$ cat src/rtl/id_inst_queue_if.sv
// IF->ID instruction queue bus: fetch-side push, decode-side pop, branch flush and occupancy.
interface id_inst_queue_if #(
    parameter int unsigned DEPTH  = 4,
    parameter int unsigned PC_W   = 32,
    parameter int unsigned INST_W = 32
);
    localparam int unsigned CNT_W = $clog2(DEPTH + 1);

    logic              in_valid;
    logic [PC_W-1:0]   in_pc;
    logic [INST_W-1:0] in_inst;
    logic              in_ready;
    logic              out_valid;
    logic [PC_W-1:0]   out_pc;
    logic [INST_W-1:0] out_inst;
    logic              out_ready;
    logic              flush;
    logic              flush_keep_slot;
    logic [CNT_W-1:0]  count;

    modport master (
        output in_valid, in_pc, in_inst, out_ready, flush, flush_keep_slot,
        input  in_ready, out_valid, out_pc, out_inst, count
    );

    modport slave (
        input  in_valid, in_pc, in_inst, out_ready, flush, flush_keep_slot,
        output in_ready, out_valid, out_pc, out_inst, count
    );
endinterface

$ cat src/rtl/id_inst_queue.sv
// Circular {pc, inst} queue between IF and ID; holds fetched beats across ID stalls and
// trims wrong-path entries on a taken branch, optionally keeping the delay slot.
module id_inst_queue #(
    parameter int unsigned DEPTH  = 4,
    parameter int unsigned PC_W   = 32,
    parameter int unsigned INST_W = 32
) (
    input  logic            clk,
    input  logic            rst,
    id_inst_queue_if.slave  bus
);
    localparam int unsigned PTR_W = $clog2(DEPTH);
    localparam int unsigned CNT_W = $clog2(DEPTH + 1);
    localparam int unsigned ENT_W = PC_W + INST_W;

    logic [ENT_W-1:0] r_mem [DEPTH];
    logic [PTR_W-1:0] r_rd_ptr, r_wr_ptr;
    logic [CNT_W-1:0] r_count;
    logic             r_slot_wait;
    logic             r_in_ready;
    logic             r_out_valid;
    logic [ENT_W-1:0] r_head;

    logic             w_enq, w_deq, w_wr_en, w_slot_wait_nxt;
    logic [PTR_W-1:0] w_rd_adv, w_rd_nxt, w_wr_nxt;
    logic [CNT_W-1:0] w_remain, w_count_nxt;
    logic [ENT_W-1:0] w_in_ent, w_head_nxt;

    // Next-state: normal push/pop bookkeeping, overridden by a flush.
    always_comb begin
        w_enq           = bus.in_valid & r_in_ready;
        w_deq           = r_out_valid & bus.out_ready;
        w_in_ent        = {bus.in_pc, bus.in_inst};
        w_rd_adv        = r_rd_ptr + PTR_W'(w_deq);
        w_remain        = r_count - CNT_W'(w_deq);
        w_wr_en         = w_enq;
        w_rd_nxt        = w_rd_adv;
        w_wr_nxt        = r_wr_ptr + PTR_W'(w_enq);
        w_count_nxt     = r_count + CNT_W'(w_enq) - CNT_W'(w_deq);
        w_slot_wait_nxt = r_slot_wait & ~w_enq;
        w_head_nxt      = '0;

        if (bus.flush) begin
            if (!bus.flush_keep_slot) begin
                w_wr_en         = 1'b0;
                w_rd_nxt        = r_wr_ptr;
                w_wr_nxt        = r_wr_ptr;
                w_count_nxt     = '0;
                w_slot_wait_nxt = 1'b0;
            end else if (w_remain != '0) begin
                // Oldest surviving entry is the delay slot; drop everything behind it.
                w_wr_en         = 1'b0;
                w_rd_nxt        = w_rd_adv;
                w_wr_nxt        = w_rd_adv + PTR_W'(1);
                w_count_nxt     = CNT_W'(1);
                w_slot_wait_nxt = 1'b0;
            end else if (w_enq) begin
                w_wr_en         = 1'b1;
                w_rd_nxt        = r_wr_ptr;
                w_wr_nxt        = r_wr_ptr + PTR_W'(1);
                w_count_nxt     = CNT_W'(1);
                w_slot_wait_nxt = 1'b0;
            end else begin
                w_wr_en         = 1'b0;
                w_rd_nxt        = r_wr_ptr;
                w_wr_nxt        = r_wr_ptr;
                w_count_nxt     = '0;
                w_slot_wait_nxt = 1'b1;
            end
        end

        // Pre-compute the head so out_pc/out_inst come straight from a register.
        if (w_count_nxt != '0) begin
            if (w_wr_en && (w_rd_nxt == r_wr_ptr)) begin
                w_head_nxt = w_in_ent;
            end else begin
                w_head_nxt = r_mem[w_rd_nxt];
            end
        end
    end

    always_ff @(posedge clk) begin
        if (rst) begin
            r_rd_ptr    <= '0;
            r_wr_ptr    <= '0;
            r_count     <= '0;
            r_slot_wait <= 1'b0;
            r_in_ready  <= 1'b1;
            r_out_valid <= 1'b0;
            r_head      <= '0;
        end else begin
            r_rd_ptr    <= w_rd_nxt;
            r_wr_ptr    <= w_wr_nxt;
            r_count     <= w_count_nxt;
            r_slot_wait <= w_slot_wait_nxt;
            r_in_ready  <= (w_count_nxt < CNT_W'(DEPTH));
            r_out_valid <= (w_count_nxt != '0);
            r_head      <= w_head_nxt;
        end
    end

    always_ff @(posedge clk) begin
        if (!rst && w_wr_en) begin
            r_mem[r_wr_ptr] <= w_in_ent;
        end
    end

    assign bus.in_ready  = r_in_ready;
    assign bus.out_valid = r_out_valid;
    assign bus.out_pc    = r_head[ENT_W-1 -: PC_W];
    assign bus.out_inst  = r_head[INST_W-1:0];
    assign bus.count     = r_count;
endmodule

$ cat src/flat_wrapper.sv
// flat-port wrapper written by rule: the top's interface ports become plain ports
module id_inst_queue_flat 
#(
    parameter int unsigned DEPTH  = 4,
    parameter int unsigned PC_W   = 32,
    parameter int unsigned INST_W = 32
)
  (clk, rst, bus_in_valid, bus_in_pc, bus_in_inst, bus_out_ready, bus_flush, bus_flush_keep_slot, bus_in_ready, bus_out_valid, bus_out_pc, bus_out_inst, bus_count);
  id_inst_queue_if #(.DEPTH(DEPTH), .PC_W(PC_W), .INST_W(INST_W)) bus_i ();
  input  logic clk;
  input  logic rst;
  input wire logic [$bits(bus_i.in_valid)-1:0] bus_in_valid;
  input wire logic [$bits(bus_i.in_pc)-1:0] bus_in_pc;
  input wire logic [$bits(bus_i.in_inst)-1:0] bus_in_inst;
  input wire logic [$bits(bus_i.out_ready)-1:0] bus_out_ready;
  input wire logic [$bits(bus_i.flush)-1:0] bus_flush;
  input wire logic [$bits(bus_i.flush_keep_slot)-1:0] bus_flush_keep_slot;
  output wire logic [$bits(bus_i.in_ready)-1:0] bus_in_ready;
  output wire logic [$bits(bus_i.out_valid)-1:0] bus_out_valid;
  output wire logic [$bits(bus_i.out_pc)-1:0] bus_out_pc;
  output wire logic [$bits(bus_i.out_inst)-1:0] bus_out_inst;
  output wire logic [$bits(bus_i.count)-1:0] bus_count;
  assign bus_i.in_valid = bus_in_valid;
  assign bus_i.in_pc = bus_in_pc;
  assign bus_i.in_inst = bus_in_inst;
  assign bus_i.out_ready = bus_out_ready;
  assign bus_i.flush = bus_flush;
  assign bus_i.flush_keep_slot = bus_flush_keep_slot;
  assign bus_in_ready = bus_i.in_ready;
  assign bus_out_valid = bus_i.out_valid;
  assign bus_out_pc = bus_i.out_pc;
  assign bus_out_inst = bus_i.out_inst;
  assign bus_count = bus_i.count;
  id_inst_queue #(.DEPTH(DEPTH), .PC_W(PC_W), .INST_W(INST_W)) u_core (.clk(clk), .rst(rst), .bus(bus_i));
endmodule
$ cat config.mk
export PLATFORM = sky130hd
export DESIGN_NAME = id_inst_queue_flat
export DESIGN_NICKNAME = d
export VERILOG_FILES = /design/src/rtl/id_inst_queue_if.sv /design/src/rtl/id_inst_queue.sv /design/src/flat_wrapper.sv
export SDC_FILE = /design/constraint.sdc
export NUM_CORES = 1
export LEC_CHECK = 0
export BUFFER_PORTS_ARGS = -buffer_cell sky130_fd_sc_hd__buf_4
export CELL_PAD_IN_SITES_DETAIL_PLACEMENT = 1
export CELL_PAD_IN_SITES_GLOBAL_PLACEMENT = 1
export CORE_UTILIZATION = 52
export CTS_CLUSTER_DIAMETER = 60
export CTS_CLUSTER_SIZE = 25
export DETAILED_ROUTE_END_ITERATION = 7
export GPL_ROUTABILITY_DRIVEN = 0
export PLACE_DENSITY = 0.81
export SYNTH_ARGS = -nofsm -noshare
export SYNTH_HDL_FRONTEND = slang
export SYNTH_SLANG_ARGS = --single-unit
$ cat constraint.sdc
create_clock -name clk -period 12.9 [get_ports clk]
set_clock_uncertainty 0.15 [all_clocks]
set_input_delay 3.225 -clock clk [delete_from_list [all_inputs] [get_ports clk]]
set_output_delay 3.225 -clock clk [all_outputs]
set_load 0.005 [all_outputs]
==> results.py <==
metrics = {
    "logic_synthesis": {
        "ys_ff_latch": 329,
        "synth_compound_area_share_pct": 14.15,
        "synth_adder_area_share_pct": 0.4454,
        "ys.flop_type": "edfxtp_1",
        "syn_area_um2": 12920,
        "syn_nets": 937,
        "syn_avg_cell_area_um2": 14.97,
        "muxShareOfSynthArea_pct": 5.190,
        "yosys_warnings": 0,
        "ys_async_sr_fraction_pct": 0,
        "synth_cell_type_count": 47,
        "synth_top_family_by_area": "compound AO/OA/AOI/OAI gates",
        "synth_edf_count": 256,
        "synth_seq_area_share_pct": 70.80,
        "synth_xor_area_share_pct": 0.5907,
        "synth-simple-area-share_pct": 3.302,
        "syn_inst": 863,
    },
    "grt": {
        "grt_util_all_layers_pct": 25.21,
        "grt_max_degree": 67,
        "grt_pass1_wl_mm": 49.47,
        "overflow": 0,
        "antenna_found_initial": 1,
        "grt_pass1_vias": 8561,
    },
    "clock_network": {
        "ctsHoldBuffers": 0,
        "cts_root_buffer": "clkbuf_16",
        "cts_tree": "done",
        "numClockSinks": 329,
        "cts_buffer_depth": 3,
        "h-tree-depth": 1,
        "insertion_delay_ps": 540,
        "cts_setup_buffers": 0,
        "cts-buffers-inserted": 24,
        "clk_pin_slew_ps": 90,
        "cts_resized": 0,
    },
    "final_layout": {
        "fill_cells": 2269,
        "nets": 1040,
        "utilization_pct": 61.74,
        "final_cell_area_um2": 15010,
        "layout-drive-gt1-share_pct": 21.95,
        "area_growth_syn_to_layout_pct": 16.20,
    },
    "floorplan": {
        "fp.coreArea_um2": 24320,
        "ios": 139,
        "fp.dieW_um": 159.6,
        "die_area_um2": 25480,
        "die_height_um": 159.6,
        "start_util_pct": 53.13,
        "core.rowCount": 57,
    },
    "timing": {
        "max-slew-margin-rel_pct": 32.76,
        "post-route-period-util_pct": 56.67,
        "setup_viol_count_final": 0,
        "rsz0062_at_grt": "false",
        "tightestPinTransition_ps": 1009,
        "finalHoldViolations": 0,
        "worst_slack_ps": 5589,
        "period_needed_ps": 7311,
        "fin_tns_setup_ps": 0,
        "slew_violations": 0,
        "max_freq_ghz": 0.1368,
    },
    "power": {
        "worst_ir_drop_vdd_v": 0.0001272,
        "leakagePower_nw": 5.601,
        "power.density_nw_per_um2": 168.5,
    },
    "route": {
        "wirelength_mm": 32.03,
        "postRouteAntennaNets": 0,
        "drt_iter0_drc": 686,
        "vias": 8002,
        "vias_per_cell": 6.113,
        "firstDrtPassIters": 4,
        "drc_errors": 0,
        "wl_per_cell_um": 24.47,
    },
    "setup_path": {
        "arrival_ps": 7560,
        "start_kind": "input pin",
        "critPathKind": "input pin to flip-flop",
        "critPathRequiredTime_ps": 13150,
        "worst_setup_path_end_kind": "flip-flop",
        "crit_fanout": 66,
    },
    "hold_path": {
        "hold_path_class": "flip-flop to flip-flop",
    },
    "job": {
        "drv_cap": 0,
    },
    "place": {
        "io_buffer_count": 138,
        "dpl_cell_area_um2": 14110,
        "dpl.hpwl_mm": 17.11,
        "pre_cts_slack_ps": 5001,
    },
    "status": {
        "status": "complete, no violations",
    },
}
==> final timing paths <==
check                                  startpoint                           end  slack [ps]  cells after the start
setup / recovery                    bus_out_ready  u_core.r_head[52]$_SDFF_PP0_        5590                     10
hold / removal      u_core.r_mem[3][23]$_DFFE_PP_  u_core.r_head[23]$_SDFF_PP0_         450                      2
setup reg to reg  u_core.bus.out_valid$_SDFF_PP0_  u_core.r_head[52]$_SDFF_PP0_        8010                      9
hold reg to reg     u_core.r_mem[3][23]$_DFFE_PP_  u_core.r_head[23]$_SDFF_PP0_         450                      2
==> per-layer routing <==
metal | vias up | track usage (%) | share of wire (%)
li1 | 3598 | - | -
met1 | 4131 | 33.11 | 42
met2 | 227 | 44.10 | 51
met3 | 46 | 3.221 | 4.6
met4 | 0 | 7.080 | 2.1
met5 | - | 0 | 0
==> cells in the final DEF (no fill, tap or decap), types with 2 or more instances in the layout <==
cell type	netlist	final
a2111oi_0	23	23
a2111oi_1	100	100
a2111oi_2	5	5
a21oi_1	3	3
a31oi_1	64	64
buf_4	1	154
bufinv_16	0	5
clkbuf_16	0	25
clkinv_1	0	3
clkinv_2	0	2
clkinv_8	0	2
dfxtp_1	73	73
edfxtp_1	256	256
ha_1	3	3
inv_1	72	72
inv_6	0	2
inv_8	0	2
mux2i_1	67	67
nand2_1	5	5
nor2_1	72	72
nor2b_1	2	2
nor3_1	6	2
nor3_2	1	5
o211ai_1	2	2
xnor2_1	2	2
xor2_1	4	4
==> sequential cells by signal, summed over array words and instances, names as in the netlist <==
signal,cells
u_core.r_rd_ptr,2
u_core.bus.in_ready,1
u_core.r_mem,256
u_core.bus.count,3
u_core.r_head,64
u_core.bus.out_valid,1
u_core.r_wr_ptr,2
==> logic make-up (layout without fill, tap and decap cells) <==
family | count (synthesis) | after routing
mux | 67 | 67
simple gates | 96 | 96
xor+xnor | 7 | 7
fa+ha+maj | 4 | 4
buf+inv | 150 | 271
compound gates | 210 | 210
other cells | 0 | 1
flops | 329 | 329
==> power by group <==
| group | internal [mW] | switching [mW] | leakage [nW] |
|---|---|---|---|
| clock network | 0.467 | 0.380 | 0.435 |
| logic | 0.179 | 0.270 | 2.25 |
| registers | 1.21 | 0.0278 | 2.92 |
==> worst max-delay path, stage by stage <==
cell and delay (ps):
buf_4 120, and2_1 130, ha_1 380, o211ai_1 160
o221a_4 210, buf_4 620, and3_4 990, buf_4 840
mux2i_1 220, a2111oi_1 520
==> cell usage after synthesis (2+ instances only) <==
master     instances  share of area [%]
buf_6             16                1.4
dfxtp_1           73                 11
a2111oi_1        100                7.7
a21oi_1            3               0.12
mux2i_1           67                5.2
buf_1              2              0.058
xnor2_1            2               0.14
a32oi_1            2               0.14
a2111oi_0         23                1.6
nor2b_1            2              0.097
xor2_1             4               0.27
inv_1             72                2.1
nand2_1            5               0.15
clkbuf_1          37                1.1
ha_1               3               0.29
buf_2             21               0.81
and2_1             2              0.097
nor3_1             6               0.23
o211ai_1           2               0.12
a2111oi_2          5               0.58
nor2_1            72                2.1
edfxtp_1         256                 59
a31oi_1           64                3.1
==> layout make-up <==
class / instances / area, µm² / area share (%)
inverter: 73 / 274.0 / 1.825
multi-input combinational: 384 / 3131 / 20.85
clock inverter: 18 / 267.8 / 1.783
clock buffer: 26 / 629.4 / 4.192
sequential: 329 / 9149 / 60.93
timing repair buffer: 154 / 1156 / 7.700
tap: 324 / 405.4 / 2.700
antenna: 1 / 2.502 / 0.01667
==> metrics by stage <==
step                      cells  power, mW  hold WS (ps)
after floorplan             863      1.534         421.1
after global placement     1264      1.689         438.7
after detailed placement   1264      1.705         462.5
after CTS                  1308      2.547         446.5
after global routing       1308      2.614         499.8
final                      1309      2.530         447.4
No activity file was read; power rests on OpenSTA's default activity.
